$ cat src/rtl/eth_dsp_pkg.sv
// Shared types and constants for the DSP-side sample pacer.
package eth_dsp_pkg;

   typedef enum logic [1:0] {IDLE, PRIME, RUN} pacer_state_t;

   localparam int PREFETCH_DEPTH = 2;
   localparam int CNT_W          = $clog2(PREFETCH_DEPTH + 1);
   localparam int PTR_W          = $clog2(PREFETCH_DEPTH);

endpackage

$ cat src/rtl/eth_dac_sample_pacer_if.sv
// Read port of a standard FIFO with 1-cycle read latency.
// master = the reader (pacer), slave = the FIFO side.
interface eth_dac_sample_pacer_if #(
   parameter int DATA_W = 32
) ();
   logic              fifo_empty;
   logic [DATA_W-1:0] fifo_rdata;
   logic              fifo_rden;

   modport master (output fifo_rden, input fifo_empty, input fifo_rdata);
   modport slave  (input fifo_rden, output fifo_empty, output fifo_rdata);
endinterface

$ cat src/rtl/eth_prefetch_buf.sv
// Two-entry prefetch buffer in front of a 1-cycle-latency FIFO.
// Tracks one outstanding read; its data is pushed the cycle after fifo_rden.
module eth_prefetch_buf
   import eth_dsp_pkg::*;
#(
   parameter int DATA_W = 32
) (
   input  logic              dsp_clock,
   input  logic              dsp_areset_n,
   input  logic              rd_allow,
   input  logic              fifo_empty,
   input  logic [DATA_W-1:0] fifo_rdata,
   input  logic              pop,
   output logic              fifo_rden,
   output logic [DATA_W-1:0] head,
   output logic [CNT_W-1:0]  count
);
   localparam int LVL_W = CNT_W + 1;

   logic [DATA_W-1:0] mem [PREFETCH_DEPTH];
   logic [PTR_W-1:0]  rptr, wptr;
   logic              in_flight;
   logic [LVL_W-1:0]  level_after;

   // occupancy once this cycle's landing read and pop are applied; a new
   // read is only issued if its data will have a slot to land in
   assign level_after = LVL_W'(count) + LVL_W'(in_flight) - LVL_W'(pop);
   assign fifo_rden   = rd_allow & ~fifo_empty & (level_after < LVL_W'(PREFETCH_DEPTH));
   assign head        = mem[rptr];

   // pointers, occupancy and outstanding-read flag
   always_ff @(posedge dsp_clock or negedge dsp_areset_n) begin
      if (!dsp_areset_n) begin
         rptr      <= '0;
         wptr      <= '0;
         count     <= '0;
         in_flight <= 1'b0;
      end else begin
         in_flight <= fifo_rden;
         if (in_flight) wptr <= wptr + PTR_W'(1);
         if (pop)       rptr <= rptr + PTR_W'(1);
         count <= CNT_W'(level_after);
      end
   end

   // storage needs no reset: an entry is only read after it was written
   always_ff @(posedge dsp_clock) begin
      if (in_flight) mem[wptr] <= fifo_rdata;
   end

endmodule

$ cat src/rtl/eth_dac_sample_pacer.sv
// Paces DAC samples out of a prefetch buffer at a programmable interval
// (period+1 cycles) and counts strobes missed because the buffer ran dry.
module eth_dac_sample_pacer
   import eth_dsp_pkg::*;
#(
   parameter int DATA_W   = 32,
   parameter int PERIOD_W = 16,
   parameter int UFLOW_W  = 16
) (
   input  logic                 dsp_clock,
   input  logic                 dsp_areset_n,
   input  logic                 enable,
   input  logic [PERIOD_W-1:0]  period,
   eth_dac_sample_pacer_if.master fifo,
   output logic [DATA_W-1:0]    dac_data,
   output logic                 dac_data_valid_reg,
   output logic                 underflow,
   output logic [UFLOW_W-1:0]   underflow_count,
   output logic                 running
);
   pacer_state_t        state, state_nxt;
   logic [PERIOD_W-1:0] period_cnt, period_lat;
   logic                rd_allow, strobe_evt, pop, starve;
   logic [CNT_W-1:0]    buf_count;
   logic [DATA_W-1:0]   buf_head;

   assign strobe_evt = (state == RUN) && enable && (period_cnt == period_lat);
   assign pop        = strobe_evt && (buf_count != '0);
   assign starve     = strobe_evt && (buf_count == '0);

   eth_prefetch_buf #(.DATA_W(DATA_W)) u_buf (
      .dsp_clock    (dsp_clock),
      .dsp_areset_n (dsp_areset_n),
      .rd_allow     (rd_allow),
      .fifo_empty   (fifo.fifo_empty),
      .fifo_rdata   (fifo.fifo_rdata),
      .pop          (pop),
      .fifo_rden    (fifo.fifo_rden),
      .head         (buf_head),
      .count        (buf_count)
   );

   // state register
   always_ff @(posedge dsp_clock or negedge dsp_areset_n) begin
      if (!dsp_areset_n) state <= IDLE;
      else               state <= state_nxt;
   end

   // next state: prime until full, run, re-prime on a missed strobe
   always_comb begin
      state_nxt = state;
      case (state)
         IDLE:    if (enable) state_nxt = PRIME;
         PRIME:   if (!enable) state_nxt = IDLE;
                  else if (buf_count == CNT_W'(PREFETCH_DEPTH)) state_nxt = RUN;
         RUN:     if (!enable) state_nxt = IDLE;
                  else if (starve) state_nxt = PRIME;
         default: state_nxt = IDLE;
      endcase
   end

   // state-decoded outputs
   always_comb begin
      running  = 1'b0;
      rd_allow = 1'b0;
      case (state)
         PRIME:   rd_allow = 1'b1;
         RUN:     begin running = 1'b1; rd_allow = 1'b1; end
         default: ;
      endcase
   end

   // interval counter; period is latched at RUN entry and at each strobe
   // so a change only applies from the next interval
   always_ff @(posedge dsp_clock or negedge dsp_areset_n) begin
      if (!dsp_areset_n) begin
         period_cnt <= '0;
         period_lat <= '0;
      end else begin
         if (state != RUN || strobe_evt) period_cnt <= '0;
         else                            period_cnt <= period_cnt + 1'b1;
         if ((state == PRIME && state_nxt == RUN) || strobe_evt) period_lat <= period;
      end
   end

   // registered sample strobe and underflow reporting
   always_ff @(posedge dsp_clock or negedge dsp_areset_n) begin
      if (!dsp_areset_n) begin
         dac_data           <= '0;
         dac_data_valid_reg <= 1'b0;
         underflow          <= 1'b0;
         underflow_count    <= '0;
      end else begin
         dac_data_valid_reg <= pop;
         underflow          <= starve;
         if (pop) dac_data <= buf_head;
         if (starve && underflow_count != '1) underflow_count <= underflow_count + 1'b1;
      end
   end

endmodule
$ cat src/flat_wrapper.sv
// flat-port wrapper written by rule: the top's interface ports become plain ports
module eth_dac_sample_pacer_flat import eth_dsp_pkg::*;
#(
   parameter int DATA_W   = 32,
   parameter int PERIOD_W = 16,
   parameter int UFLOW_W  = 16
)
  (dsp_clock, dsp_areset_n, enable, period, dac_data, dac_data_valid_reg, underflow, underflow_count, running, fifo_fifo_rden, fifo_fifo_empty, fifo_fifo_rdata);
  eth_dac_sample_pacer_if #(.DATA_W(DATA_W)) fifo_i ();
  input  logic dsp_clock;
  input  logic dsp_areset_n;
  input  logic enable;
  input  logic [PERIOD_W-1:0] period;
  output logic [DATA_W-1:0] dac_data;
  output logic dac_data_valid_reg;
  output logic underflow;
  output logic [UFLOW_W-1:0] underflow_count;
  output logic running;
  output wire logic [$bits(fifo_i.fifo_rden)-1:0] fifo_fifo_rden;
  input wire logic [$bits(fifo_i.fifo_empty)-1:0] fifo_fifo_empty;
  input wire logic [$bits(fifo_i.fifo_rdata)-1:0] fifo_fifo_rdata;
  assign fifo_fifo_rden = fifo_i.fifo_rden;
  assign fifo_i.fifo_empty = fifo_fifo_empty;
  assign fifo_i.fifo_rdata = fifo_fifo_rdata;
  eth_dac_sample_pacer #(.DATA_W(DATA_W), .PERIOD_W(PERIOD_W), .UFLOW_W(UFLOW_W)) u_core (.dsp_clock(dsp_clock), .dsp_areset_n(dsp_areset_n), .enable(enable), .period(period), .fifo(fifo_i), .dac_data(dac_data), .dac_data_valid_reg(dac_data_valid_reg), .underflow(underflow), .underflow_count(underflow_count), .running(running));
endmodule
$ cat config.mk
export PLATFORM = sky130hd
export DESIGN_NAME = eth_dac_sample_pacer_flat
export DESIGN_NICKNAME = d
export VERILOG_FILES = /design/src/rtl/eth_dsp_pkg.sv /design/src/rtl/eth_dac_sample_pacer_if.sv /design/src/rtl/eth_prefetch_buf.sv /design/src/rtl/eth_dac_sample_pacer.sv /design/src/flat_wrapper.sv
export SDC_FILE = /design/constraint.sdc
export NUM_CORES = 1
export LEC_CHECK = 0
export CORE_MARGIN = 1.5
export CORE_UTILIZATION = 35
export CTS_BUF_LIST = sky130_fd_sc_hd__clkbuf_2
export DETAILED_ROUTE_END_ITERATION = 7
export DONT_BUFFER_PORTS = 1
export PLACE_DENSITY = 0.55
export SYNTH_ARGS = -nofsm -noshare
export SYNTH_HDL_FRONTEND = slang
export SYNTH_HIERARCHICAL = 1
export SYNTH_SLANG_ARGS = --single-unit
$ cat constraint.sdc
create_clock -name dsp_clock -period 2.85 [get_ports dsp_clock]
set_input_delay 0.1425 -clock dsp_clock [delete_from_list [all_inputs] [get_ports dsp_clock]]
set_output_delay 0.1425 -clock dsp_clock [all_outputs]
set_load 0.005 [all_outputs]
==> results of run 1 <==
-- power by group through the flow --
| stage | clock (W) | sequential [W] | combinational, W |
|---|---|---|---|
| after CTS | 0.00129 | 0.00283 | 0.00128 |
| final | 0.00122 | 0.00283 | 0.00133 |
| after detailed placement | 0 | 0.00286 | 0.00109 |
| after floorplan | 0 | 0.00278 | 0.000781 |
| after global routing | 0.00138 | 0.00287 | 0.00145 |
| after global placement | 0 | 0.00285 | 0.00106 |
-- worst max path at each step --
stage / startpoint / to / depth (start not counted)
4_1_cts: u_core/period_cnt[4] / fifo_fifo_rden / 12
6_report: u_core/period_cnt[14] / fifo_fifo_rden / 12
2_1_floorplan: u_core/state[0] / fifo_fifo_rden / 11
5_1_grt: u_core/period_cnt[14] / fifo_fifo_rden / 12
3_3_place_gp: u_core/period_lat[7] / fifo_fifo_rden / 12
3_5_place_dp: u_core/period_lat[7] / fifo_fifo_rden / 12
-- repair_timing --
| item | 4_1_cts | 5_1_grt |
|---|---|---|
| setup endpoints to repair | 2 | 4 |
| setup buffers | 1 | 8 |
| hold buffers | 84 | 0 |
| gates resized for setup | 9 | 12 |
| pin swaps | 4 | 6 |
| hold endpoints to repair | 186 | 0 |
-- final cells by class --
| class | count | area share |
|---|---|---|
| well taps | 229 | 0.0347 |
| flip-flops and latches | 153 | 0.502 |
| clock inverters | 14 | 0.0176 |
| repair buffers | 136 | 0.154 |
| multi-input cells | 244 | 0.275 |
| clock buffers | 18 | 0.0109 |
| diodes | 2 | 0.000606 |
| inverters | 9 | 0.00439 |
-- cells in the final DEF (no fill, tap or decap), drive strengths merged, types with 15 or more instances in the layout --
cell,Yosys,final
xor2,15,15
buf,11,53
edfxtp,64,64
mux2,81,81
dlygate4sd3,0,83
dfrtp,89,89
nor2,22,22
clkbuf,3,18
xnor2,32,32
-- worst register-to-register path: stages (launching register included) --
cell and delay, ns:
dfrtp_1 0.46, xnor2_2 0.19, nand4_1 0.19, nor4_2 0.28, buf_4 0.17, nand2_4 0.05
nor2_4 0.13, ha_4 0.22, inv_4 0.05, ha_4 0.11, fa_1 0.44, nor4b_2 0.28
buf_4 0.16
-- cell families (layout without fill, tap and decap cells) --
group / Yosys count / after routing / synth area share
XOR/XNOR: 47 / 47 / 0.0637
flip-flops: 153 / 153 / 0.642
AND/OR/NAND/NOR: 96 / 96 / 0.0807
buffers and inverters: 23 / 177 / 0.0257
adder cells (fa/ha/maj): 9 / 9 / 0.0186
other: 0 / 2 / 0
multiplexers: 82 / 82 / 0.159
AO/OA/AOI/OAI: 10 / 10 / 0.0101
-- routing by layer --
metal	vias to the layer above	routed length, microns	share of wire
met5	-	0	0
met4	0	227	0.018
met3	18	553	0.043
met2	81	6550	0.51
met1	1933	5540	0.43
li1	1799	-	-
-- per-stage QoR --
stage / total power (W) / hold WS [ns]
final: 0.00538 / 0.0832
after global routing: 0.00570 / 0.00224
after CTS: 0.00541 / 0.000559
after detailed placement: 0.00395 / -0.151
after global placement: 0.00391 / -0.151
after floorplan: 0.00356 / -0.153
==> flow_metrics.py, run 1 <==
metrics = {
    "clock_network": {
        "cts_sinks": 153,
        "cts-root-buf": "clkbuf_2",
        "insertion_delay_ns": 0.73,
        "cts_buffers": 17,
        "clk_path_buf_depth": 2,
        "htreeDepth": 4,
        "cts_tree": "built",
        "path_clk_slew_ns": 0.23,
    },
    "layout": {
        "seqCellArea_sq_um": 4150,
        "reg_top3": "u_core/u_buf/mem x64, u_core/dac_data x32",
        "nFillCells": 1649,
        "largest_reg_flops": 64,
        "layout.nets": 622,
        "area_growth_pct": 27.8,
        "fin_cells": 805,
        "regMostFlops": "u_core/u_buf/mem",
        "multi_input_area_sq_um": 2270,
        "drive_gt1_frac": 0.329,
        "fin_util": 0.458,
        "fin_area_sq_um": 8260,
    },
    "detailed_routing": {
        "vias": 3831,
        "first_iter_violations": 157,
        "dr.pass1.iters": 4,
        "wl_per_cell_microns": 16.0,
        "antenna_left": 0,
        "routed_wl_microns": 12900,
        "drc_errors": 0,
        "vias_per_cell": 4.76,
    },
    "sta": {
        "setup_viol": 1,
        "worst_pin_slew_ns": 0.852,
        "fin_crit_ns": 3.59,
        "post-route-period-util": 1.26,
        "max_freq_mhz": 278,
        "slew_violations": 0,
        "setup_slack_ns": -0.742,
        "rsz0062_at_grt": "yes",
        "fin_worst_skew_ns": 0.0575,
        "fin_tns_setup_ns": -0.742,
        "slew_headroom": 0.432,
        "hold_violations": 0,
    },
    "pwr": {
        "intPower_w": 0.00381,
        "combinationalPowerShare": 0.248,
        "switching_power_w": 0.00157,
        "p_clk_frac": 0.227,
        "power.leakage_nw": 3.47,
        "swShare": 0.293,
        "p_per_area_nw_per_um2": 652,
        "vdd_drop_max_v": 0.000322,
        "p_seq_frac": 0.525,
    },
    "yosys": {
        "avgSynthCellArea_sq_um": 15.4,
        "synth_nets": 481,
        "synthDistinctLibCells": 39,
        "yosys-top-cells-count": "89 x dfrtp_1, 64 x edfxtp_1, 51 x mux2_2",
        "seq_area_frac_synth": 0.642,
        "synth_warnings": 6,
        "yosys-top-cells-area": "dfrtp_1 34%, edfxtp_1 30%, mux2_2 8.9%",
        "syn_area_sq_um": 6460,
        "synth_largest_area_cell": "dfrtp_1",
        "yosysMostFrequentCell": "dfrtp_1",
        "ys_ff_latch": 153,
        "async_flop_share": 0.582,
        "synth_edf_count": 64,
        "synth_ff_type": "dfrtp_1",
        "synth_top_area_share": 0.344,
        "postSynthCellCount": 420,
    },
    "worst_setup_path": {
        "path_cells": "xnor2_2, nand4_1, nor4_2, buf_4, nand2_4, nor2_4, ha_4, inv_4, ha_4, fa_1, nor4b_2, buf_4",
        "critPathMaxFanout": 2,
        "worst-path-buf-inv": 3,
        "worst_ep_required_time_ns": 2.71,
        "cp-end-kind": "output port",
        "max_stage_delay_ns": 0.46,
        "r2r_cells": 12,
        "path_class": "flop to output port",
        "start_kind": "flop",
        "r2r-end": "u_core/u_buf/in_flight",
        "cp_data_arrival_time_ns": 3.45,
        "cp_slowest_cell": "dfrtp_1",
        "crit_family": "simple AND/OR/NAND/NOR gates",
        "rrSetupSlack_ns": 0.06,
        "r2r_start": "u_core/period_cnt[14]",
    },
    "global_route": {
        "use_met3": 0.0414,
        "grtUsageTotal": 0.140,
        "gr-max-usage-layer": "met2",
        "grt_pass1_vias": 4074,
        "grt_max_degree": 90,
        "grtUsageMet2": 0.232,
        "grt-ovfl-total": 0,
        "grt_util_met1": 0.171,
        "grt_pass1_wl_microns": 21100,
        "grt_antenna_before_repair": 2,
    },
    "min_path": {
        "hold_start": "fifo_fifo_rdata[25]",
        "hp-class": "input pin to flop",
        "whs_path_depth": 1,
        "hold_end": "u_core/u_buf/mem[0][25]",
    },
    "die": {
        "die_h_microns": 139,
        "chipWidth_microns": 139,
        "start_util": 0.359,
        "die_area_sq_um": 19300,
        "rows": 49,
        "coreArea_sq_um": 18000,
        "io_pins": 104,
    },
    "job": {
        "maxCapViolations": 0,
    },
    "placed_design": {
        "post-place-ws_ns": -0.116,
        "placed_area_sq_um": 6970,
        "globalplace.congestion": 0.790,
        "dp_cells": 678,
        "port_buffers": 0,
        "dp_hpwl_microns": 8000,
    },
    "status": {
        "failed_checks": "negative setup slack",
        "outcome": "complete, but fails checks",
    },
}
Power figures use the tool's default switching activity.
==> run 2, diff against run 1 <==
Settings changed: CORE_ASPECT_RATIO from default to 0.5, PLACE_DENSITY 0.55 to 0.51.
==> run 2 against run 1 <==
Worst hold slack better by 0.032 ns. The run still ends with negative setup slack left. Non-clock buffer count is 12 lower. Critical path depth stayed put. Via count is 3.5% lower. Highest routed layer is now met5. Largest power group unchanged.
==> flow_metrics.py, run 2 (same netlist as run 1, synthesis figures left out) <==
metrics = {
    "clock_network": {
        "cts-root-buf": "clkbuf_2",
        "path_clk_slew_ns": 0.23,
        "insertion_delay_ns": 0.68,
        "cts_tree": "built",
        "clk_path_buf_depth": 2,
        "cts_sinks": 153,
        "cts_buffers": 17,
        "htreeDepth": 4,
    },
    "worst_setup_path": {
        "cp_data_arrival_time_ns": 3.42,
        "critPathMaxFanout": 2,
        "path_class": "flop to output port",
        "worst_ep_required_time_ns": 2.71,
        "cp-end-kind": "output port",
        "start_kind": "flop",
    },
    "detailed_routing": {
        "drc_errors": 0,
        "first_iter_violations": 116,
        "vias_per_cell": 4.64,
        "routed_wl_microns": 13400,
        "wl_per_cell_microns": 16.8,
        "dr.pass1.iters": 4,
        "antenna_left": 0,
        "vias": 3695,
    },
    "pwr": {
        "switching_power_w": 0.00156,
        "p_seq_frac": 0.523,
        "swShare": 0.293,
        "power.leakage_nw": 3.43,
        "intPower_w": 0.00376,
        "p_total_w": 0.00532,
        "combinationalPowerShare": 0.249,
        "p_per_area_nw_per_um2": 654,
        "vdd_drop_max_v": 0.000386,
        "p_clk_frac": 0.227,
    },
    "die": {
        "die_area_sq_um": 19300,
        "coreArea_sq_um": 17700,
        "io_pins": 104,
        "start_util": 0.364,
        "die_h_microns": 99.1,
        "rows": 34,
        "chipWidth_microns": 195,
    },
    "min_path": {
        "hp-class": "input pin to flop",
    },
    "global_route": {
        "grt_pass1_wl_microns": 21200,
        "grt_pass1_vias": 3880,
        "grt_antenna_before_repair": 1,
        "grtUsageTotal": 0.145,
        "grt-ovfl-total": 0,
        "grt_max_degree": 74,
    },
    "sta": {
        "rsz0062_at_grt": "yes",
        "slew_violations": 0,
        "slew_headroom": 0.403,
        "setup_slack_ns": -0.715,
        "fin_crit_ns": 3.57,
        "hold_violations": 0,
        "max_freq_mhz": 280,
        "hold_slack_ns": 0.115,
        "post-route-period-util": 1.25,
        "fin_worst_skew_ns": 0.0354,
        "setup_viol": 1,
        "worst_pin_slew_ns": 0.896,
    },
    "layout": {
        "layout.nets": 610,
        "drive_gt1_frac": 0.331,
        "area_growth_pct": 25.8,
        "n_antenna_cell": 0,
        "layout_commonest_cell": "dfrtp_1",
        "seqCellArea_sq_um": 4150,
        "multi_input_area_sq_um": 2250,
        "reg_top3": "u_core/u_buf/mem x64, u_core/dac_data x32",
        "nFillCells": 1610,
        "regMostFlops": "u_core/u_buf/mem",
        "final_cell_mix": "88 x dfrtp_1, 72 x dlygate4sd3_1, 64 x edfxtp_1, 51 x mux2_2, 48 x buf_4",
        "largest_reg_flops": 64,
    },
    "placed_design": {
        "post-place-ws_ns": -0.215,
        "globalplace.congestion": 0.762,
        "dp_hpwl_microns": 8370,
        "port_buffers": 0,
    },
    "job": {
        "maxCapViolations": 0,
    },
    "status": {
        "outcome": "complete, but fails checks",
        "failed_checks": "negative setup slack",
    },
}
[run 2: path summary, 6_finish.rpt]
path,startpoint,cells past startpoint,end,slack (ns)
setup / recovery,u_core/period_cnt[4],12,fifo_fifo_rden,-0.72
hold / removal,fifo_fifo_rdata[2],1,u_core/u_buf/mem[0][2],0.11
setup reg to reg,u_core/period_cnt[4],11,u_core/u_buf/in_flight,0.19
hold reg to reg,u_core/u_buf/rptr,1,u_core/u_buf/rptr,0.52
max in group asynchronous,dsp_areset_n,4,u_core/dac_data[26],1.81
min in group asynchronous,dsp_areset_n,3,u_core/period_lat[1],0.46
[run 2: what timing repair did]
| item | 4_1_cts | 5_1_grt |
|---|---|---|
| endpoints found under the hold margin | 176 | 28 |
| cloned | 0 | 0 |
| hold buffers | 58 | 16 |
| setup buffers | 2 | 2 |
| gates resized for setup | 7 | 7 |
| pin swaps | 4 | 3 |
| endpoints found under the setup margin | 2 | 2 |
[run 2: metal layers]
| metal | routed length (microns) | vias to the layer above | GRT usage |
|---|---|---|---|
| met5 | 10 | - | 0 |
| met1 | 6380 | 1849 | 0.189 |
| li1 | - | 1770 | - |
| met4 | 155 | 2 | 0.0471 |
| met2 | 6200 | 61 | 0.227 |
| met3 | 623 | 13 | 0.0509 |
[run 2: area by class of cell]
type                            instances  area share
Clock inverter                         15      0.0186
Clock buffer                           17      0.0105
Inverter                                9     0.00415
Timing Repair Buffer                  124       0.145
Tap cell                              234      0.0360
Multi-Input combinational cell        244       0.276
Sequential cell                       153       0.510
[run 2: power groups by stage]
stage,Clock (W),Combinational (W),Sequential [W]
2_1_floorplan,0,0.000781,0.00278
3_3_place_gp,0,0.00111,0.00282
3_5_place_dp,0,0.00112,0.00283
4_1_cts,0.00128,0.00128,0.00279
5_1_grt,0.00137,0.00145,0.00283
6_report,0.00121,0.00133,0.00279
[run 2: metrics by stage]
step           instance area [sq um]  utilization  instances  setup TNS [ns]
3_3_place_gp                    7010        0.395        686          -0.195
3_5_place_dp                    7010        0.395        686          -0.238
5_1_grt                         8140        0.459        796           -1.10
6_report                        8140        0.459        796          -0.715
2_1_floorplan                   6470            -        420               0
4_1_cts                         7930        0.447        778          -0.905
[run 2: worst max-delay path: stages (launching register included)]
cell,delay (ns)
dfrtp_1,0.46
xnor2_2,0.20
nand4_1,0.16
nor4_2,0.28
buf_4,0.17
nand2_4,0.05
nor2_4,0.08
ha_1,0.23
inv_1,0.06
ha_2,0.17
fa_2,0.46
nor4b_4,0.28
buf_4,0.15
==> run 3, diff against run 2 <==
Settings changed: ABC_AREA from default to 1.
==> run 3 against run 2 <==
The run still ends with negative setup slack left. Utilization shrank 1.5 points. Flip-flop and latch count unchanged. Routed wire length increased by 21%. Via count grew 40%. Synthesized cell count grew 74%. Non-clock buffer count shrank 1. Critical endpoint unchanged. Worst hold slack improved by 0.0070 ns. Count of clock-buffer cells in the layout up 5. Die area rose by 8.7%. Clock skew increased by 0.0068 ns. Design area is 6.8% higher.
==> flow_metrics.py, run 3 <==
metrics = {
    "status": {
        "outcome": "complete, but fails checks",
        "failed_checks": "negative setup slack",
    },
    "yosys": {
        "synth_largest_area_cell": "dfrtp_1",
        "synth_warnings": 6,
        "synth_top_area_share": 0.316,
        "yosys-top-cells-area": "dfrtp_1 32%, edfxtp_1 27%, nand2_1 13%",
        "avgSynthCellArea_sq_um": 9.65,
        "syn_area_sq_um": 7040,
        "synthDistinctLibCells": 42,
        "yosys-top-cells-count": "243 x nand2_1, 89 x dfrtp_1, 82 x inv_1",
        "synth_ff_type": "dfrtp_1",
        "synth_nets": 790,
        "yosysMostFrequentCell": "nand2_1",
        "ys_ff_latch": 153,
        "synth_edf_count": 64,
        "seq_area_frac_synth": 0.590,
        "async_flop_share": 0.582,
        "postSynthCellCount": 729,
    },
    "global_route": {
        "grtUsageTotal": 0.159,
        "grt_antenna_before_repair": 1,
        "grt_pass1_vias": 4917,
        "grt_pass1_wl_microns": 25700,
        "grt_max_degree": 90,
        "grt-ovfl-total": 0,
    },
    "clock_network": {
        "cts-root-buf": "clkbuf_2",
        "cts_tree": "built",
        "clk_path_buf_depth": 2,
        "insertion_delay_ns": 0.69,
        "htreeDepth": 4,
        "cts_buffers": 17,
        "cts_sinks": 153,
        "path_clk_slew_ns": 0.20,
    },
    "die": {
        "die_area_sq_um": 21000,
        "coreArea_sq_um": 19600,
        "chipWidth_microns": 204,
        "rows": 36,
        "start_util": 0.359,
        "io_pins": 104,
        "die_h_microns": 103,
    },
    "detailed_routing": {
        "routed_wl_microns": 16200,
        "vias_per_cell": 4.56,
        "dr.pass1.iters": 4,
        "drc_errors": 0,
        "first_iter_violations": 197,
        "vias": 5174,
        "antenna_left": 0,
        "wl_per_cell_microns": 14.3,
    },
    "placed_design": {
        "globalplace.congestion": 0.870,
        "dp_hpwl_microns": 10000,
        "port_buffers": 0,
        "dp_cells": 990,
    },
    "worst_setup_path": {
        "max_stage_delay_ns": 0.46,
        "cpMostUsedCell": "inv_2",
        "path_class": "flop to output port",
        "worst_ep_required_time_ns": 2.71,
        "critPathMaxFanout": 6,
        "path_cells": "inv_2, nand2_1, nand2_1, nor3b_1, nand3b_1, nor2_2, nand2_2, inv_2, ha_4, inv_2, ha_4, fa_1, inv_1, nand3_2, nor2_4",
        "cp_slowest_cell": "dfrtp_2",
        "cp-end-kind": "output port",
        "start_kind": "flop",
        "cp_data_arrival_time_ns": 3.16,
    },
    "pwr": {
        "p_per_area_nw_per_um2": 421,
        "p_seq_frac": 0.633,
        "switching_power_w": 0.000880,
        "vdd_drop_max_v": 0.000255,
        "p_clk_frac": 0.294,
        "swShare": 0.241,
        "combinationalPowerShare": 0.074,
        "intPower_w": 0.00277,
        "power.leakage_nw": 3.94,
    },
    "layout": {
        "layout_commonest_cell": "nand2_1",
        "reg_top3": "u_core/u_buf/mem x64, u_core/dac_data x32",
        "fin_cells": 1135,
        "nFillCells": 1964,
        "regMostFlops": "u_core/u_buf/mem",
        "final_cell_mix": "240 x nand2_1, 92 x dlygate4sd3_1, 86 x dfrtp_1, 80 x inv_1, 64 x edfxtp_1",
        "drive_gt1_frac": 0.166,
        "layout.nets": 915,
        "fin_util": 0.443,
        "area_growth_pct": 23.4,
        "largest_reg_flops": 64,
    },
    "min_path": {
        "hp-class": "input pin to flop",
    },
    "sta": {
        "setup_slack_ns": -0.449,
        "fin_tns_setup_ns": -0.449,
        "hold_violations": 0,
        "worst_pin_slew_ns": 0.749,
        "rsz0062_at_grt": "yes",
        "setup_viol": 1,
        "max_freq_mhz": 303,
        "slew_headroom": 0.501,
        "slew_violations": 0,
        "fin_crit_ns": 3.30,
        "post-route-period-util": 1.16,
        "fin_worst_skew_ns": 0.0422,
    },
    "job": {
        "maxCapViolations": 0,
    },
}
## run 3: changes by cell type after synthesis, sizes merged, moves of 28 or more
cell,change
nor2,+30
xnor2,-28
inv,+87
o21ai,+39
nand2,+236
mux2,-81
## run 3: critical path: cells and delay by family (launching register included)
family                     cells  cell delay, ns
and+or+nand+nor                8            1.02
DFF                            1            0.46
buffers and inverters          4            0.27
adders and majority gates      3            0.74
## run 3: repair_timing
action / in CTS / in global routing
hold buffers: 86 / 7
setup buffers: 14 / 4
pin swaps: 9 / 5
endpoints found under the setup margin: 1 / 1
gates resized for setup: 11 / 6
endpoints found under the hold margin: 177 / 13
## run 3: worst paths after layout
kind                                            from                      to  slack, ns  cells past startpoint
max in group asynchronous               dsp_areset_n    u_core/period_cnt[0]       1.89                      3
worst min register to register   u_core/dac_data[28]     u_core/dac_data[28]       0.54                      2
worst max register to register  u_core/period_cnt[7]  u_core/u_buf/in_flight       0.33                     15
worst min-delay path                      period[10]   u_core/period_lat[10]       0.12                      3
min in group asynchronous               dsp_areset_n     u_core/dac_data[19]       0.54                      3
worst max-delay path            u_core/period_cnt[7]          fifo_fifo_rden      -0.45                     15
## run 3: kinds of logic after synthesis
logic type	Yosys count	share of synthesized area
AND/OR/NAND/NOR	377	0.236
flip-flops	153	0.590
buffers and inverters	115	0.0743
AO/OA/AOI/OAI	54	0.0565
XOR/XNOR	21	0.0261
adder cells (fa/ha/maj)	9	0.0171
## run 3: area by class of cell
| cell class | count | area, sq um | share of cell area |
|---|---|---|---|
| Antenna cell | 3 | 7.51 | 0.000864 |
| Clock buffer | 22 | 110 | 0.0127 |
| Clock inverter | 9 | 81.3 | 0.00936 |
| Inverter | 98 | 370 | 0.0426 |
| Multi-Input combinational cell | 461 | 2460 | 0.283 |
| Sequential cell | 153 | 4150 | 0.478 |
| Tap cell | 266 | 333 | 0.0383 |
| Timing Repair Buffer | 123 | 1170 | 0.135 |
## run 3: routing by layer
layer,up-vias,wire [microns],global-route usage
li1,2585,-,-
met1,2499,7910,0.210
met2,74,7640,0.258
met3,16,435,0.0388
met4,0,252,0.0553
met5,-,0,0
## run 3: through the flow
step	total power [W]	area, sq um	hold WS [ns]	setup WS (ns)
after floorplan	0.00243	7050	-0.153	0.0182
after global routing	0.00386	8690	0.00118	-0.778
after CTS	0.00370	8550	0.000124	-0.598
after detailed placement	0.00246	7320	-0.152	0.0917
after global placement	0.00245	7320	-0.151	0.168
final	0.00365	8690	0.122	-0.449
## run 3: power groups by stage
| stage | sequential (W) | combinational, W | clock [W] |
|---|---|---|---|
| 6_report | 0.00231 | 0.000270 | 0.00107 |
| 2_1_floorplan | 0.00235 | 0.0000728 | 0 |
| 3_3_place_gp | 0.00236 | 0.0000981 | 0 |
| 5_1_grt | 0.00231 | 0.000303 | 0.00124 |
| 3_5_place_dp | 0.00236 | 0.000102 | 0 |
| 4_1_cts | 0.00231 | 0.000249 | 0.00114 |
